File: src/rtl/dds_wave_gen.sv
// rtl/dds_wave_gen.sv - phase-accumulator DDS core producing sine/square/triangle/sawtooth DAC samples
//
// Ports:
//   sys_clk   in   1   block clock
//   sys_rst   in   1   asynchronous active-high reset
//   wave_sel  in   4   one-hot select: 1000 sine, 0100 square, 0010 triangle, 0001 sawtooth
//   rom_addr  out 12   registered address to external synchronous sine ROM
//   rom_data  in   8   sine ROM output, valid one cycle after rom_addr
//   dac_data  out  8   registered unsigned sample, midscale 128
//   dac_valid out  1   high while dac_data carries a real sample
module dds_wave_gen #(
    parameter logic [31:0] FREQ_CTRL  = 32'd42949,
    parameter logic [11:0] PHASE_CTRL = 12'd0
) (
    input  logic        sys_clk,
    input  logic        sys_rst,
    input  logic [3:0]  wave_sel,
    output logic [11:0] rom_addr,
    input  logic [7:0]  rom_data,
    output logic [7:0]  dac_data,
    output logic        dac_valid
);

    localparam logic [7:0] MIDSCALE = 8'd128;

    logic [31:0] acc;
    logic [3:0]  sel_reg;
    logic [11:0] addr_d1;
    logic [1:0]  v;
    logic        restart;
    logic [7:0]  tri_ramp;
    logic [7:0]  wave_sample;

    // Any change of selection restarts the phase so the new waveform begins at PHASE_CTRL.
    assign restart  = (wave_sel != sel_reg);
    assign tri_ramp = addr_d1[10:3];

    // addr_d1 lines up with rom_data, so every waveform is computed from the same phase.
    always_comb begin
        wave_sample = MIDSCALE;
        case (sel_reg)
            4'b1000: wave_sample = rom_data;
            4'b0100: wave_sample = addr_d1[11] ? 8'd0 : 8'd255;
            4'b0010: wave_sample = addr_d1[11] ? ~tri_ramp : tri_ramp;
            4'b0001: wave_sample = addr_d1[11:4];
            default: wave_sample = MIDSCALE;
        endcase
    end

    always_ff @(posedge sys_clk or posedge sys_rst) begin
        if (sys_rst) begin
            acc       <= 32'd0;
            sel_reg   <= 4'b1000;
            rom_addr  <= 12'd0;
            addr_d1   <= 12'd0;
            v         <= 2'b00;
            dac_valid <= 1'b0;
            dac_data  <= MIDSCALE;
        end else begin
            // The address pipeline keeps running through a restart; its contents are
            // masked by v until the refill from acc = 0 reaches the output.
            rom_addr <= acc[31:20] + PHASE_CTRL;
            addr_d1  <= rom_addr;
            if (restart) begin
                acc       <= 32'd0;
                sel_reg   <= wave_sel;
                v         <= 2'b00;
                dac_valid <= 1'b0;
                dac_data  <= MIDSCALE;
            end else begin
                acc       <= acc + FREQ_CTRL;
                v         <= {v[0], 1'b1};
                dac_valid <= v[1];
                dac_data  <= v[1] ? wave_sample : MIDSCALE;
            end
        end
    end

endmodule

File: config.mk
export PLATFORM = sky130hd
export DESIGN_NAME = dds_wave_gen
export DESIGN_NICKNAME = d
export VERILOG_FILES = /design/src/rtl/dds_wave_gen.sv
export SDC_FILE = /design/constraint.sdc
export NUM_CORES = 1
export LEC_CHECK = 0
export BUFFER_PORTS_ARGS = -buffer_cell sky130_fd_sc_hd__buf_2
export CAP_MARGIN = 20
export CORE_MARGIN = 5
export CORE_UTILIZATION = 51
export DETAILED_ROUTE_END_ITERATION = 6
export HOLD_SLACK_MARGIN = 0.02
export PLACE_DENSITY = 0.76
export SLEW_MARGIN = 15
export SYNTH_ARGS = -nofsm -noshare
export SYNTH_HDL_FRONTEND = slang
export SYNTH_SLANG_ARGS = --single-unit
File: constraint.sdc
create_clock -name sys_clk -period 2 [get_ports sys_clk]
set_input_delay 0.2 -clock sys_clk [delete_from_list [all_inputs] [get_ports sys_clk]]
set_output_delay 0.2 -clock sys_clk [all_outputs]
set_load 0.05 [all_outputs]
==> impl_results.md, run 1 <==
* HPWL reported at the end of detailed placement at 3750 µm
* Die X at around 85 µm
* Mux cell area share after synthesis at less than 1%
* Storage cell area at 1710 µm²
* Reg-to-reg critical path endpoint: acc[15]
* CTS tree: built
* Slew HR at 58.7%
* Wire per inst at 14.2 µm
* Syn_area_per_cell at 11.2 µm²
* Postcts setup bufs at 0
* Regs by FF count: acc x32, rom_addr x12, addr_d1 x9
* Post-DP Area at roughly 3200 µm²
* Req. time, crit path at 2.21 ns
* Worst reg-to-reg setup slack at between 0.07 and 0.08 ns
* Synth Area in Compound Gates at 12.0%
* Top cells by area, synth: dfrtp_1 57%, xnor2_1 4.9%, xor2_1 4.9%, nor2_1 3.8%, a21oi_1 2.4%
* Area share of the largest cell type after synthesis at between 50% and 60%
* Post-synthesis async set-or-reset flop share at 100%
* CP arrival at 2.13 ns
* Slew @ Worst Pin at a little over 0.6 ns
* Place WS at 0.0233 ns
* Largest register FFs at 32
* N_diodes at 0
* Cell Rows at 27
* Status: complete, no violations
* Final Worst Setup Slack at 0.0776 ns
* Synth Area in Simple Gates at 16.2%
* Fin cells at just under 400
* Final WL at 5480 µm
* Filler cells at 437
* Largest area contributor in the netlist: dfrtp_1
* Reg2Reg Depth at 5
* Inst Count DP at 365
* Largest net degree at the start of global routing at 32
* Cells after Synth at approximately 260
* CP Launch Point: acc[9]
* Slowest CP cell: or4_4
* Worst stage delay on the critical path at 0.58 ns
* Crit-path cells: or4_4 -> a211o_4 -> and3_1 -> o211ai_1 -> a21oi_1
* Iter 0 DRT Violations at 99
* Most frequent cells after synthesis: 66 x dfrtp_1, 29 x nor2_1, 17 x nand2_1
* Fin crit share at 96.1%
* Top delay family on crit path: simple AND/OR/NAND/NOR gates
* Final setup viols at 0
* Die area at around 7300 µm²
* Clk Latency, worst-skew pair at ~0.34 ns
* Max Slew Vio Count at 0
* Initial antenna violation count at 0
* Worst min-delay path class: in2reg
* DRC at 0
* WHS at 0.0894 ns
* Reg-to-Reg Start: acc[9]
* Fin. Hold Viols at 0
* CTS clk-pin slew, worst paths at roughly 0.08 ns
* Count leader, synth: dfrtp_1
* Drt first pass iters at 4
* P per Cell Area at 806 nW/µm²
* Largest reg by FF count: acc
* Main combinational cell family by area after synthesis: simple AND/OR/NAND/NOR gates
* Core area at between 5000 and 6000 µm²
* First-pass GRT wire length at 9780 µm
* Grt ovf at 0
* Share of cells above drive strength 1 at 25.5%
* Post-Syn Nets at 274
* Clock Sink Count at 68
* Layout Nets at 324
* DIE HEIGHT at 85.3 µm
* H-tree Lvls at 3
* CTS Root Cell: clkbuf_8
* Worst-path fanout max at 5
* Post-Synth Adder-Cell Area at 0.433%
* Vias at 2038
* Pleak at around 1.7 nW
* Startpoint Class: flip-flop
* Top Ports at 35
* Crit path kind: reg2reg
* Max cap viols at 0
* Antenna viol nets, final at 0
* Post-route minimum period at 1.92 ns
* Starting density of the core at 52.5%
* Final Instance Area at 3500 µm²
* Fmax at 520 MHz
* Post-synthesis xor/xnor area fraction at 9.70%
* Yosys reg bits at 68
* Setup crit end kind: flip-flop
* Port Buffers at 34
* Crit. path cell count at 5
* RSZ-0062 raised after global routing: no
* Gpl congestion at 0.801
* Worst Setup EP: acc[15]
* YS warnings at 0
* Register area share after synthesis at 59.0%
* CTS Buffer Depth at 2
* Area Overhead vs Synth at 21.1%
* CP bufs+invs at 0
* Setup tns final at 0 ns
* Area of the multi-input gates at 1140 µm²
* Synth unique cells at 46
* Vias in the first global route at 2101
* Vias/cell at 5.28
* Worst IR Drop VDD at 0.720 mV
* Mapped cell area at 2890 µm²
* GRT Total Usage at between 10% and 20%
* Final clock skew at between 0.009 and 0.01 ns
* Post-synth EDFFs at 0
* Main flop type after synthesis: dfrtp_1
* Cts bufs inserted at 9
## worst reg2reg max path: stages, from the launching register on
cell and delay (ns):
dfrtp_1 0.40, or4_4 0.58, a211o_4 0.32, and3_1 0.21, o211ai_1 0.19, a21oi_1 0.10
## metrics by stage
step / power, W / utilization [%]
after floorplan: 0.00154 / -
after detailed placement: 0.00159 / 58.0
after CTS: 0.00284 / 63.0
after global placement: 0.00158 / 58.0
after global routing: 0.00294 / 63.5
final: 0.00282 / 63.5
## cells in the final DEF, fill, tap and decap left out, types with 5 or more instances in the layout
cell type and count:
buf_2 34, clkbuf_8 10, buf_4 12, a22oi_1 7, dlygate4sd3_1 5, a31oi_1 7, o21ai_0 6, a21oi_1 14
nand4_1 5, xnor2_1 16, or3_1 5, xor2_1 16, nand2_1 17, o21ai_1 6, dfrtp_1 65, nor2_1 29
## how the worst min path moves through the flow
stage | to | cells past startpoint | slack, ns | startpoint
6_report | dac_data[7] | 3 | 0.09 | rom_data[7]
4_1_cts | dac_data[7] | 3 | 0.08 | rom_data[7]
5_1_grt | dac_data[5] | 3 | 0.09 | rom_data[5]
2_1_floorplan | sel_reg[3] | 1 | 0.28 | wave_sel[3]
3_3_place_gp | dac_valid | 2 | 0.32 | sys_rst
3_5_place_dp | dac_valid | 2 | 0.31 | sys_rst
## kinds of logic after synthesis
group | count (synthesis)
XOR/XNOR | 32
AO/OA/AOI/OAI | 53
adder cells (fa/ha/maj) | 1
flip-flops | 68
multiplexers | 1
buffers and inverters | 16
AND/OR/NAND/NOR | 88
## repair_timing
action / CTS / global route
resized for setup: 0 / 7
hold endpoints to repair: 32 / 0
setup endpoints to repair: 0 / 10
hold buffers: 5 / 0
## where the power goes
| part | switching [W] | internal, W | leakage [nW] |
|---|---|---|---|
| sequential | 0.0000229 | 0.00139 | 0.933 |
| combinational | 0.0000904 | 0.0000726 | 0.630 |
| clock | 0.000510 | 0.000733 | 0.105 |
| total | 0.000624 | 0.00220 | 1.67 |
## cell type report
class,instances,area share [%]
Clock inverter,6,2.50
Clock buffer,10,3.93
Tap cell,72,2.58
Sequential cell,68,48.7
Timing Repair Buffer,52,9.19
Inverter,3,0.322
Multi-Input combinational cell,175,32.7
## per-layer routing
layer,share of wire [%],up-vias,track usage (%)
li1,-,1001,-
met1,44,970,21.0
met2,47,55,26.9
met3,6.7,12,6.89
met4,2.2,0,7.19
met5,0,-,0
(Power assumes the default switching activity.)
==> run 2: changes to the inputs <==
--- a/config.mk
+++ b/config.mk
@@ -5,7 +5,7 @@
 export SDC_FILE = /design/constraint.sdc
 export NUM_CORES = 1
 export LEC_CHECK = 0
-export BUFFER_PORTS_ARGS = -buffer_cell sky130_fd_sc_hd__buf_2
+export BUFFER_PORTS_ARGS = -buffer_cell sky130_fd_sc_hd__buf_4
 export CAP_MARGIN = 20
 export CORE_MARGIN = 5
 export CORE_UTILIZATION = 51
==> impl_results.md, run 2 (same netlist as run 1, synthesis figures left out) <==
* Status: complete, no violations
* N_diodes at 0 (unchanged)
* Fmax at 522 MHz (+0.32%)
* RSZ-0062 raised after global routing: no
* Place WS at 0.0267 ns (+0.00336 ns)
* Setup crit end kind: flip-flop
* Pleak at 1.69 nW (+1.4%)
* Fin. Hold Viols at 0 (unchanged)
* Commonest non-fill, non-tap cells in the layout: 66 x dfrtp_1, 44 x buf_4, 29 x nor2_1, 17 x nand2_1
* Drt first pass iters at 4 (unchanged)
* Final Instance Area at 3590 µm² (+2.6%)
* Fin crit share at 95.8% (-0.30 points)
* Worst min-delay path class: in2reg
* Largest net degree at the start of global routing at 69 (+120%)
* Overall power at 0.00283 W (+0.39%)
* Worst IR Drop VDD at 0.559 mV (-22%)
* Final Worst Setup Slack at 0.0837 ns (+0.00609 ns)
* Cts bufs inserted at 9 (unchanged)
* Vias/cell at 5.30 (+0.31%)
* Starting density of the core at 52.5% (unchanged)
* Slew HR at 62.9% (+4.1 points)
* Commonest non-fill, non-tap cell in the layout: dfrtp_1
* CTS Buffer Depth at 2 (unchanged)
* Port Buffers at 34 (unchanged)
* Filler cells at 433 (-0.92%)
* Req. time, crit path at 2.21 ns (about the same)
* GRT Total Usage at 16.7% (-0.44 points)
* Iter 0 DRT Violations at 97 (-2.0%)
* Final clock skew at 0.00574 ns (-0.00359 ns)
* Area Overhead vs Synth at 24.3%
* Vias in the first global route at 2143 (+2.0%)
* Crit-path cells: or4_4 -> a211o_4 -> and3_1 -> o211ai_1 -> a21oi_1
* CTS tree: built
* Clock Sink Count at 68 (unchanged)
* Final WL at 5330 µm (-2.8%)
* Slowest CP cell: or4_4
* Largest reg by FF count: acc
* DRC at 0 (unchanged)
* Post-route minimum period at 1.92 ns (-0.00609 ns)
* Final setup viols at 0 (unchanged)
* CP arrival at 2.13 ns (about the same)
* Share of cells above drive strength 1 at 24.9% (-0.56 points)
* Final Util at 65.2% (+1.7 points)
* P per Cell Area at 789 nW/µm² (-2.2%)
* Gpl congestion at 0.800 (-0.14%)
* Layout Nets at 323 (-0.31%)
* Startpoint Class: flip-flop
* Clk Latency, worst-skew pair at 0.34 ns (about the same)
* Post-DP Area at 3280 µm² (+2.8%)
* Crit path kind: reg2reg
* First-pass GRT wire length at 9630 µm (-1.6%)
* Regs by FF count: acc x32, rom_addr x12, addr_d1 x9
* Max Slew Vio Count at 0 (unchanged)
* Vias at 2039 (+0.049%)
* Die area at 7270 µm² (unchanged)
* CTS Root Cell: clkbuf_8
* Top Ports at 35 (unchanged)
* Grt ovf at 0 (unchanged)
* Cell Rows at 27 (unchanged)
* Max cap viols at 0 (unchanged)
* DIE HEIGHT at 85.3 µm (unchanged)
* Initial antenna violation count at 0 (unchanged)
* Largest register FFs at 32 (unchanged)
* Wire per inst at 13.8 µm (-2.6%)
* Worst-path fanout max at 5 (unchanged)
* Core area at 5510 µm² (unchanged)
* Die X at 85.3 µm (unchanged)
* Slew @ Worst Pin at 0.553 ns (-0.0646 ns)
* Setup tns final at 0 ns (unchanged)
* Worst stage delay on the critical path at 0.56 ns (-0.02 ns)
* CTS clk-pin slew, worst paths at 0.07 ns (about the same)
* H-tree Lvls at 3 (unchanged)
* Antenna viol nets, final at 0 (unchanged)
* HPWL reported at the end of detailed placement at 3530 µm (-5.7%)
[run 2: changes by cell type in the layout (fill, tap and decap cells not counted), sizes merged]
| cell | change |
|---|---|
| buf | -1 |
[run 2: path summary, 6_finish.rpt]
check	startpoint	endpoint	slack [ns]	cells after the start
worst min register to register	rom_addr[5]	addr_d1[5]	0.38	0
worst max-delay path	acc[8]	acc[15]	0.08	5
worst max register to register	acc[8]	acc[15]	0.08	5
max in group asynchronous	sys_rst	dac_data[7]	1.21	4
worst min-delay path	rom_data[7]	dac_data[7]	0.09	3
min in group asynchronous	sys_rst	dac_valid	0.49	4
[run 2: per-layer routing]
metal | wire length (µm) | vias to the layer above | global-route usage, %
li1 | - | 998 | -
met1 | 2420 | 989 | 20.1
met2 | 2500 | 46 | 26.7
met3 | 347 | 6 | 7.38
met4 | 66 | 0 | 5.76
met5 | 0 | - | 0
[run 2: layout make-up]
cell class                      instances  area (µm²)  share of cell area, %
Timing Repair Buffer                   51         412                   11.5
Clock buffer                           10         138                   3.83
Clock inverter                          6        87.6                   2.44
Tap cell                               72        90.1                   2.51
Inverter                                3        11.3                  0.314
Multi-Input combinational cell        175        1150                   32.0
Sequential cell                        68        1700                   47.5
[run 2: critical path, delay by kind of cell, from the launching register on]
family             cells  cell delay (ns)
and+or+nand+nor        2             0.78
AOI/OAI and AO/OA      3             0.60
DFF                    1             0.41
[run 2: report_power, final]
group          total, W  switching [W]  internal [W]
sequential      0.00141      0.0000224       0.00139
clock           0.00124       0.000512      0.000733
combinational  0.000173      0.0000917     0.0000813
[run 2: timing repair]
item                       4_1_cts  5_1_grt
hold buffers                     5        0
hold endpoints to repair        70        0
pin swaps                        0        2
setup endpoints to repair        1        9
gates resized for setup          1        5
buffers inserted                 0        0
[run 2: metrics by stage]
step | std cells | hold WS (ns)
global route | 385 | 0.0846
CTS | 385 | 0.0805
global placement | 364 | 0.304
floorplan | 259 | 0.278
finish | 385 | 0.0933
detailed placement | 364 | 0.310
